--- config.mk ---
export PLATFORM = sky130hd
export DESIGN_NAME = max7219_rx
export DESIGN_NICKNAME = d
export VERILOG_FILES = /design/src/rtl/max7219_rx.sv
export SDC_FILE = /design/constraint.sdc
export NUM_CORES = 1
export LEC_CHECK = 0
export BUFFER_PORTS_ARGS = -buffer_cell sky130_fd_sc_hd__buf_4
export CAP_MARGIN = 10
export CORE_ASPECT_RATIO = 1.5
export CORE_MARGIN = 4
export CORE_UTILIZATION = 46
export CTS_CLUSTER_DIAMETER = 80
export DETAILED_ROUTE_END_ITERATION = 16
export PLACE_DENSITY_LB_ADDON = 0.05
export SLEW_MARGIN = 20
export SYNTH_ARGS = -nofsm -noshare
export SYNTH_HDL_FRONTEND = slang
export SYNTH_SLANG_ARGS = --single-unit
--- constraint.sdc ---
create_clock -name clk -period 2.43 [get_ports clk]
set_input_delay 0.243 -clock clk [delete_from_list [all_inputs] [get_ports clk]]
set_output_delay 0.243 -clock clk [all_outputs]
set_load 0.005 [all_outputs]
--- src/rtl/max7219_rx.sv ---
// MAX7219 receive-side decoder: samples CLK/DIN/LOAD from a master and
// mirrors each accepted 16-bit command into a shadow register file.
//
// Ports:
//   clk, reset_n      system clock, synchronous active-low reset
//   sclk_in, din_in   serial clock / data from master (async, MSB first)
//   load_in           LOAD/CS (async); low while shifting, rise latches
//   digits_out        digit registers, [8k+7:8k] = digit k (addr k+1)
//   decode_mode       reg 0x9
//   intensity         reg 0xA [3:0]
//   scan_limit        reg 0xB [2:0]
//   shutdown_n        reg 0xC bit 0 (0 = shutdown)
//   display_test      reg 0xF bit 0
//   wr_strobe         one-cycle pulse per accepted frame
//   wr_addr, wr_data  address / data of last accepted frame
//   frame_err         one-cycle pulse when LOAD rises on a short frame
//
// Optional build macro MAX7219_RX_HEXDEC_EN adds hex_out[31:0] and
// hex_bad[7:0]: per-digit inverse seven-segment decode of digits_out.

module max7219_rx #(
  parameter int SYNC_STAGES = 2,
  parameter int FRAME_BITS  = 16
) (
  input  logic        clk,
  input  logic        reset_n,
  input  logic        sclk_in,
  input  logic        din_in,
  input  logic        load_in,
  output logic [63:0] digits_out,
  output logic [7:0]  decode_mode,
  output logic [3:0]  intensity,
  output logic [2:0]  scan_limit,
  output logic        shutdown_n,
  output logic        display_test,
  output logic        wr_strobe,
  output logic [3:0]  wr_addr,
  output logic [7:0]  wr_data,
  output logic        frame_err
`ifdef MAX7219_RX_HEXDEC_EN
  ,
  output logic [31:0] hex_out,
  output logic [7:0]  hex_bad
`endif
);

  if (SYNC_STAGES < 2 || FRAME_BITS != 16) begin : g_bad_param
    $error("max7219_rx: SYNC_STAGES>=2 and FRAME_BITS==16 required");
  end

  typedef enum logic [1:0] {
    ST_IDLE,
    ST_SHIFT,
    ST_COMMIT
  } state_e;

  state_e state_q, state_d;

  logic [SYNC_STAGES-1:0] sclk_sync_q, sclk_sync_d;
  logic [SYNC_STAGES-1:0] din_sync_q, din_sync_d;
  logic [SYNC_STAGES-1:0] load_sync_q, load_sync_d;

  logic sclk_prev_q, sclk_prev_d;
  logic load_prev_q, load_prev_d;

  logic [15:0] shreg_q, shreg_d;
  logic [4:0]  cnt_q, cnt_d;

  logic [63:0] digits_q, digits_d;
  logic [7:0]  decode_q, decode_d;
  logic [3:0]  inten_q, inten_d;
  logic [2:0]  scan_q, scan_d;
  logic        shdn_q, shdn_d;
  logic        test_q, test_d;
  logic        wr_strobe_q, wr_strobe_d;
  logic [3:0]  wr_addr_q, wr_addr_d;
  logic [7:0]  wr_data_q, wr_data_d;
  logic        frame_err_q, frame_err_d;

  logic sclk_s, din_s, load_s;
  logic sclk_rise, load_rise, load_fall;
  logic [3:0] f_addr;
  logic [7:0] f_data;
  logic       frame_ok;

  // Upper nibble of the frame is a don't-care on the real chip.
  logic unused_hi;
  assign unused_hi = ^shreg_q[15:12];

  assign sclk_s = sclk_sync_q[SYNC_STAGES-1];
  assign din_s  = din_sync_q[SYNC_STAGES-1];
  assign load_s = load_sync_q[SYNC_STAGES-1];

  assign sclk_rise = sclk_s & ~sclk_prev_q;
  assign load_rise = load_s & ~load_prev_q;
  assign load_fall = ~load_s & load_prev_q;

  assign f_addr   = shreg_q[11:8];
  assign f_data   = shreg_q[7:0];
  assign frame_ok = (cnt_q >= 5'(FRAME_BITS));

  always_comb begin
    state_d     = state_q;
    sclk_sync_d = {sclk_sync_q[SYNC_STAGES-2:0], sclk_in};
    din_sync_d  = {din_sync_q[SYNC_STAGES-2:0], din_in};
    load_sync_d = {load_sync_q[SYNC_STAGES-2:0], load_in};
    sclk_prev_d = sclk_s;
    load_prev_d = load_s;
    shreg_d     = shreg_q;
    cnt_d       = cnt_q;
    digits_d    = digits_q;
    decode_d    = decode_q;
    inten_d     = inten_q;
    scan_d      = scan_q;
    shdn_d      = shdn_q;
    test_d      = test_q;
    wr_strobe_d = 1'b0;
    wr_addr_d   = wr_addr_q;
    wr_data_d   = wr_data_q;
    frame_err_d = 1'b0;

    unique case (state_q)
      ST_IDLE: begin
        if (load_fall) begin
          state_d = ST_SHIFT;
          shreg_d = '0;
          cnt_d   = '0;
        end
      end
      ST_SHIFT: begin
        // A coincident load rise still takes this last bit.
        if (sclk_rise) begin
          shreg_d = {shreg_q[14:0], din_s};
          if (cnt_q != 5'd31) begin
            cnt_d = cnt_q + 5'd1;
          end
        end
        if (load_rise) begin
          state_d = ST_COMMIT;
        end
      end
      ST_COMMIT: begin
        if (frame_ok) begin
          wr_strobe_d = 1'b1;
          wr_addr_d   = f_addr;
          wr_data_d   = f_data;
          case (f_addr)
            4'h1, 4'h2, 4'h3, 4'h4,
            4'h5, 4'h6, 4'h7, 4'h8: begin
              digits_d[{f_addr - 4'd1, 3'b000} +: 8] = f_data;
            end
            4'h9: decode_d = f_data;
            4'hA: inten_d  = f_data[3:0];
            4'hB: scan_d   = f_data[2:0];
            4'hC: shdn_d   = f_data[0];
            4'hF: test_d   = f_data[0];
            default: ;
          endcase
        end else begin
          frame_err_d = 1'b1;
        end
        // Allow a new frame to start immediately.
        if (load_fall) begin
          state_d = ST_SHIFT;
          shreg_d = '0;
          cnt_d   = '0;
        end else begin
          state_d = ST_IDLE;
        end
      end
      default: state_d = ST_IDLE;
    endcase
  end

  always_ff @(posedge clk) begin
    if (!reset_n) begin
      state_q     <= ST_IDLE;
      sclk_sync_q <= '0;
      din_sync_q  <= '0;
      load_sync_q <= '1;
      sclk_prev_q <= 1'b0;
      load_prev_q <= 1'b1;
      shreg_q     <= '0;
      cnt_q       <= '0;
      digits_q    <= '0;
      decode_q    <= '0;
      inten_q     <= '0;
      scan_q      <= '0;
      shdn_q      <= 1'b0;
      test_q      <= 1'b0;
      wr_strobe_q <= 1'b0;
      wr_addr_q   <= '0;
      wr_data_q   <= '0;
      frame_err_q <= 1'b0;
    end else begin
      state_q     <= state_d;
      sclk_sync_q <= sclk_sync_d;
      din_sync_q  <= din_sync_d;
      load_sync_q <= load_sync_d;
      sclk_prev_q <= sclk_prev_d;
      load_prev_q <= load_prev_d;
      shreg_q     <= shreg_d;
      cnt_q       <= cnt_d;
      digits_q    <= digits_d;
      decode_q    <= decode_d;
      inten_q     <= inten_d;
      scan_q      <= scan_d;
      shdn_q      <= shdn_d;
      test_q      <= test_d;
      wr_strobe_q <= wr_strobe_d;
      wr_addr_q   <= wr_addr_d;
      wr_data_q   <= wr_data_d;
      frame_err_q <= frame_err_d;
    end
  end

  always_ff @(posedge clk) begin
    if (reset_n) begin
      assert (!(wr_strobe_q && frame_err_q))
        else $error("strobe and frame_err together");
    end
  end

  assign digits_out   = digits_q;
  assign decode_mode  = decode_q;
  assign intensity    = inten_q;
  assign scan_limit   = scan_q;
  assign shutdown_n   = shdn_q;
  assign display_test = test_q;
  assign wr_strobe    = wr_strobe_q;
  assign wr_addr      = wr_addr_q;
  assign wr_data      = wr_data_q;
  assign frame_err    = frame_err_q;

`ifdef MAX7219_RX_HEXDEC_EN
  // {bad, nibble}; DP bit is excluded by the caller.
  function automatic logic [4:0] seg2hex(input logic [6:0] s);
    logic [4:0] r;
    case (s)
      7'h7E:   r = 5'h00;
      7'h30:   r = 5'h01;
      7'h6D:   r = 5'h02;
      7'h79:   r = 5'h03;
      7'h33:   r = 5'h04;
      7'h5B:   r = 5'h05;
      7'h5F:   r = 5'h06;
      7'h70:   r = 5'h07;
      7'h7F:   r = 5'h08;
      7'h7B:   r = 5'h09;
      7'h7D:   r = 5'h0A;
      7'h1F:   r = 5'h0B;
      7'h0D:   r = 5'h0C;
      7'h3D:   r = 5'h0D;
      7'h4F:   r = 5'h0E;
      7'h47:   r = 5'h0F;
      default: r = 5'h10;
    endcase
    return r;
  endfunction

  for (genvar k = 0; k < 8; k++) begin : g_hex
    assign {hex_bad[k], hex_out[4*k +: 4]} = seg2hex(digits_q[8*k +: 7]);
  end
`endif

endmodule
==> flow_metrics.env, run 1 <==
export IMPL_clk_path_buf_depth=2
export IMPL_synth_area_sq_mm=0.00499
export IMPL_wl_per_cell_microns=15.3
export IMPL_maxSlewViolCount=0
export IMPL_drtAntennaViolNets=0
export IMPL_crit_path_end_kind="flip-flop"
export IMPL_ys_async_sr_fraction_pct=0
export IMPL_dp_hpwl_microns=8300
export IMPL_grt_pass1_vias=3942
export IMPL_cts_sinks=122
export IMPL_layout_commonest_cell="nand2_1"
export IMPL_yosysUniqueCellTypes=48
export IMPL_io_buffers=99
export IMPL_initial_utilization_pct=47.1
export IMPL_dieHeight_microns=136
export IMPL_cp_arrival_ns=2.63
export IMPL_rsz0062_at_grt="true"
export IMPL_fin_util_pct=59.4
export IMPL_cts_hold_repair_buffers=0
export IMPL_grt_pass1_wl_microns=19500
export IMPL_grt_max_degree=66
export IMPL_maxCapViolations=0
export IMPL_power_density_mw_per_mm2=696
export IMPL_die_area_sq_mm=0.0126
export IMPL_max_stage_delay_ns=0.80
export IMPL_htree_num_levels=4
export IMPL_synth_seq_area_share_pct=48.9
export IMPL_fin_skew_ns=0.00762
export IMPL_yosys_area_top_type="dfxtp_1"
export IMPL_finalSetupViolCount=0
export IMPL_route_vias_total=4018
export IMPL_ys_warn_count=0
export IMPL_nNetsFinal=648
export IMPL_multiInputGateArea_sq_mm=0.00222
export IMPL_drc_errors=0
export IMPL_cts_root_buf="clkbuf_16"
export IMPL_worst_pin_slew_ns=0.776
export IMPL_fin_ws_ns=0.0625
export IMPL_run_status="complete, no violations"
export IMPL_rows=46
export IMPL_cts_tree="done"
export IMPL_p_leak_nw=2.79
export IMPL_hold_class="input pin to flip-flop"
export IMPL_fillers=977
export IMPL_viasPerCell=5.10
export IMPL_routed_wl_microns=12000
export IMPL_drive_gt1_share_pct=24.2
export IMPL_grt_antenna_before_repair=0
export IMPL_start_kind="flip-flop"
export IMPL_slowest_stage="or4_1"
export IMPL_clock_latency_ns=0.40
export IMPL_io_pins=100
export IMPL_grt_usage_pct=19.7
export IMPL_die_x_microns=93.0
export IMPL_gr_total_overflow=0
export IMPL_post_route_period_util_pct=97.4
export IMPL_relSlewSlack_pct=48.1
export IMPL_core_area_sq_mm=0.0106
export IMPL_criticalPathCategory="flip-flop to flip-flop"
export IMPL_yosysTopAreaCellShare_pct=48.9
export IMPL_synthTopCellsByArea="dfxtp_1, mux2i_1, nand2_1, a21oi_1, buf_6"
export IMPL_clk_pin_slew_worst_paths_ns=0.05
export IMPL_ff_latch_area_sq_mm=0.00244
export IMPL_peakVddDrop_v=0.000413
export IMPL_syn_num_nets=553
export IMPL_drt_iter0_markers=190
export IMPL_synth_seq_cells=122
export IMPL_finalHoldViolCount=0
export IMPL_synth_edf_count=0
export IMPL_mostFrequentLayoutCells="nand2_1, dfxtp_1, buf_4"
export IMPL_firstDrtPassIters=5
export IMPL_cp_max_fo=8
export IMPL_fmax_mhz=422
export IMPL_num_antenna_cells=0
export IMPL_min_period_ns=2.37
export IMPL_worstPathCellList="inv_1 > ha_1 > nand2_1 > o22ai_2 > xor2_2 > or4_1 > mux2i_1"
export IMPL_crit_required_ns=2.69
export IMPL_syn_inst=537
export IMPL_numCtsBuffers=17
export IMPL_dp_slack_ns=0.0514
export IMPL_synth_top_flop_cell="dfxtp_1"
export IMPL_avgSynthCellArea_sq_um=9.29
export IMPL_syn2layout_area_growth_pct=26.0
export IMPL_gp_congestion=0.805
==> final timing paths <==
check	startpoint	end	slack (ns)	cells past startpoint
hold / removal	load_in	load_sync_q[0]	0.02	2
setup / recovery	shreg_q[8]	digits_out[59]	0.06	7
hold reg to reg	load_sync_q[0]	load_sync_q[1]	0.41	1
setup reg to reg	shreg_q[8]	digits_out[59]	0.06	7
==> repair_timing <==
action,in CTS,in global routing
endpoints found under the hold margin,0,0
setup buffers,0,0
setup endpoints to repair,0,48
gates resized for setup,0,1
==> layout make-up <==
cell class / instances / share of cell area [%]
clock inverters: 8 / 1.11
inverters: 6 / 0.358
flip-flops and latches: 122 / 38.8
multi-input cells: 368 / 35.3
well taps: 144 / 2.87
repair buffers: 117 / 14.0
clock buffers: 23 / 7.60
==> routing by layer <==
layer | up-vias | routed length, microns | GRT usage (%)
met5 | - | 0 | 0
met4 | 0 | 350 | 9.94
met3 | 25 | 618 | 5.28
met2 | 108 | 5950 | 32.2
met1 | 1891 | 5120 | 23.7
li1 | 1994 | - | -
==> flip-flops by register name, indices dropped and copies added (netlist names) <==
signal / cells
sclk_prev_q: 1
wr_strobe: 1
display_test: 1
frame_err: 1
intensity: 4
sclk_sync_q: 2
digits_out: 64
din_sync_q: 2
scan_limit: 3
shutdown_n: 1
decode_mode: 8
cnt_q: 5
shreg_q: 12
wr_addr: 4
state_q: 2
wr_data: 8
load_sync_q: 2
load_prev_q: 1
==> per-stage QoR <==
step | total power [mW] | hold WS, ns | setup TNS (ns) | area (sq um) | instances
after CTS | 4.41 | 0.0169 | 0 | 6280 | 788
after floorplan | 2.10 | 0.344 | 0 | 4990 | 537
final | 4.38 | 0.0241 | 0 | 6290 | 788
after detailed placement | 2.12 | 0.401 | 0 | 5740 | 757
after global routing | 4.52 | 0.0248 | -3.08 | 6290 | 788
after global placement | 2.12 | 0.407 | 0 | 5740 | 757
==> critical path, delay by kind of cell, from the launching register on <==
kind	cells	cell delay, ns
AO/OA/AOI/OAI	1	0.18
AND/OR/NAND/NOR	2	0.90
flip-flops	1	0.32
XOR/XNOR	1	0.16
adder cells (fa/ha/maj)	1	0.37
buffers and inverters	1	0.09
multiplexers	1	0.20
==> synthesized netlist by cell type (all sizes together) (2+ instances only) <==
| library cell | number |
|---|---|
| nand2 | 141 |
| dfxtp | 122 |
| mux2i | 58 |
| a21oi | 40 |
| nand3 | 28 |
| nor2 | 20 |
| clkbuf | 18 |
| buf | 17 |
| a22oi | 12 |
| ha | 11 |
| o21ai | 9 |
| and2 | 7 |
| inv | 6 |
| or4 | 6 |
| dlygate4sd3 | 5 |
| xor2 | 5 |
| nand4 | 3 |
| nor3b | 3 |
| a2bb2oi | 2 |
| and3 | 2 |
| nand2b | 2 |
| nor3 | 2 |
| nor4 | 2 |
| nor4b | 2 |
| o22ai | 2 |
==> where the power goes <==
group	leakage (nW)	internal (mW)	switching, mW
Combinational	1.53	0.0163	0.0439
Clock	0.269	1.47	0.833
Sequential	0.984	2.01	0.00478
Total	2.79	3.50	0.881
==> cell families (layout without fill, tap and decap cells) <==
family | count (synthesis) | after routing | synth area share (%)
XOR/XNOR | 6 | 6 | 1.35
buffers and inverters | 47 | 154 | 6.82
AND/OR/NAND/NOR | 225 | 225 | 20.3
AO/OA/AOI/OAI | 68 | 68 | 8.20
flip-flops | 122 | 122 | 48.9
adder cells (fa/ha/maj) | 11 | 11 | 2.76
multiplexers | 58 | 58 | 11.6
No activity file was read; power rests on OpenSTA's default activity.
==> run 2: changes to the inputs <==
--- a/config.mk
+++ b/config.mk
@@ -10,8 +10,10 @@
 export CORE_ASPECT_RATIO = 1.5
 export CORE_MARGIN = 4
 export CORE_UTILIZATION = 46
+export CTS_BUF_LIST = sky130_fd_sc_hd__clkbuf_2
 export CTS_CLUSTER_DIAMETER = 80
 export DETAILED_ROUTE_END_ITERATION = 16
+export GPL_TIMING_DRIVEN = 0
 export PLACE_DENSITY_LB_ADDON = 0.05
 export SLEW_MARGIN = 20
 export SYNTH_ARGS = -nofsm -noshare
==> run 2 against run 1 <==
Against the previous run: register-to-register slack improved by 0.02 ns; sequential share of layout area fell by 0.38 points; clock power fell by 37%; first-iteration DRC count fell by 7.9%; via count rose by 5.2%; combinational power rose by 34%; clock skew rose by 0.018 ns; worst setup slack improved by 0.016 ns; critical path type unchanged.
==> flow_metrics.env, run 2 (synthesis results as in run 1) <==
export IMPL_gr_total_overflow=0
export IMPL_die_area_sq_mm=0.0126
export IMPL_route_vias_total=4226
export IMPL_firstDrtPassIters=5
export IMPL_numCtsBuffers=17
export IMPL_fmax_mhz=425
export IMPL_cts_tree="done"
export IMPL_relSlewSlack_pct=41.3
export IMPL_grt_antenna_before_repair=0
export IMPL_mostFrequentLayoutCells="nand2_1, dfxtp_1, buf_4"
export IMPL_criticalPathCategory="flip-flop to flip-flop"
export IMPL_reg2reg_depth=9
export IMPL_maxCapViolations=0
export IMPL_drc_errors=0
export IMPL_cp_arrival_ns=2.89
export IMPL_initial_utilization_pct=47.1
export IMPL_maxSlewViolCount=0
export IMPL_finalHoldViolCount=0
export IMPL_rows=46
export IMPL_run_status="complete, no violations"
export IMPL_layout_commonest_cell="nand2_1"
export IMPL_largest_register_ffs=64
export IMPL_wl_per_cell_microns=15.3
export IMPL_min_period_ns=2.35
export IMPL_nNetsFinal=680
export IMPL_grt_max_degree=17
export IMPL_dp_slack_ns=-0.295
export IMPL_htree_num_levels=4
export IMPL_fin_ws_ns=0.0783
export IMPL_crit_required_ns=2.96
export IMPL_syn2layout_area_growth_pct=27.7
export IMPL_dp_hpwl_microns=8680
export IMPL_fin_skew_ns=0.0255
export IMPL_num_antenna_cells=0
export IMPL_grt_pass1_wl_microns=20200
export IMPL_power_density_mw_per_mm2=558
export IMPL_routed_wl_microns=12500
export IMPL_cts_sinks=122
export IMPL_post_route_period_util_pct=96.8
export IMPL_clk_pin_slew_worst_paths_ns=0.17
export IMPL_drt_iter0_markers=175
export IMPL_viasPerCell=5.16
export IMPL_finalSetupViolCount=0
export IMPL_p_leak_nw=2.81
export IMPL_dp_cells=780
export IMPL_io_buffers=99
export IMPL_drtAntennaViolNets=0
export IMPL_cp_max_fo=8
export IMPL_crit_path_end_kind="flip-flop"
export IMPL_peakVddDrop_v=0.000427
export IMPL_grt_usage_pct=20.2
export IMPL_io_pins=100
export IMPL_worst_pin_slew_ns=0.874
export IMPL_die_x_microns=93.0
export IMPL_grt_pass1_vias=4193
export IMPL_setup_tns_ns=0
export IMPL_clk_path_buf_depth=2
export IMPL_dieHeight_microns=136
export IMPL_whs_path_depth=3
export IMPL_hold_slack_ns=0.342
export IMPL_fin_cells=819
export IMPL_clock_latency_ns=0.64
export IMPL_drive_gt1_share_pct=25.3
export IMPL_gp_congestion=0.823
export IMPL_start_kind="flip-flop"
export IMPL_core_area_sq_mm=0.0106
export IMPL_cts_root_buf="clkbuf_2"
export IMPL_hold_class="input pin to flip-flop"
-- run 2: cell types whose count changed in the layout (fill, tap and decap cells not counted), moves of 2 or more --
cell           delta
buf_2             +3
buf_4            -14
buf_6            +13
bufinv_16         +4
clkbuf_1          +9
clkbuf_16        -17
clkbuf_2         +20
clkinv_1          +2
clkinvlp_4        -2
dfxtp_1           -2
dfxtp_4           +2
dlygate4sd3_1    +10
-- run 2: final cells by class --
type / count / area [sq um]
buffer: 40 / 318
clock buffer: 19 / 95.1
clock inverter: 11 / 178
tap: 144 / 180
multi-input combinational: 369 / 2290
inverter: 6 / 25.0
timing repair buffer: 108 / 836
sequential: 122 / 2450
fill: 1008 / 4220
-- run 2: critical path, stage by stage, from the launching register on --
cell	delay [ns]
dfxtp_4	0.40
buf_4	0.16
inv_4	0.07
ha_4	0.18
xor2_4	0.20
buf_4	0.15
xor2_1	0.20
or4_1	0.59
buf_6	0.18
mux2i_1	0.12
-- run 2: power breakdown --
group          internal (mW)  total, mW  switching (mW)
Clock                  0.764       1.46           0.700
Combinational         0.0272     0.0806          0.0534
Sequential              2.01       2.01         0.00276
Total                   2.80       3.55           0.756
-- run 2: what timing repair did --
| action | CTS | global route |
|---|---|---|
| hold endpoints to repair | 7 | 0 |
| buffers inserted | 1 | 3 |
| hold buffers | 5 | 0 |
| gates cloned | 1 | 0 |
| endpoints found under the setup margin | 64 | 64 |
| pin swaps | 3 | 3 |
| gates resized for setup | 12 | 6 |
-- run 2: per-layer routing --
layer / vias up / part of all wire (%) / global-route usage, %
met3: 20 / 4.8 / 5.23
met5: - / 0 / 0
met4: 0 / 2.3 / 7.82
li1: 2067 / - / -
met2: 112 / 51 / 35.4
met1: 2027 / 42 / 23.4
-- run 2: worst paths after layout --
path	end	start	slack (ns)
setup / recovery	digits_out[10]	shreg_q[8]	0.08
hold / removal	sclk_sync_q[0]	sclk_in	0.34
hold reg to reg	din_sync_q[1]	din_sync_q[0]	0.46
setup reg to reg	digits_out[10]	shreg_q[8]	0.08
-- run 2: stage by stage --
| stage | util (%) | power, mW | cell area [sq um] |
|---|---|---|---|
| finish | 60.1 | 3.55 | 6370 |
| global route | 60.1 | 3.69 | 6370 |
| global placement | 55.8 | 2.13 | 5910 |
| detailed placement | 55.9 | 2.13 | 5920 |
| floorplan | - | 2.10 | 4990 |
| CTS | 59.6 | 3.59 | 6310 |
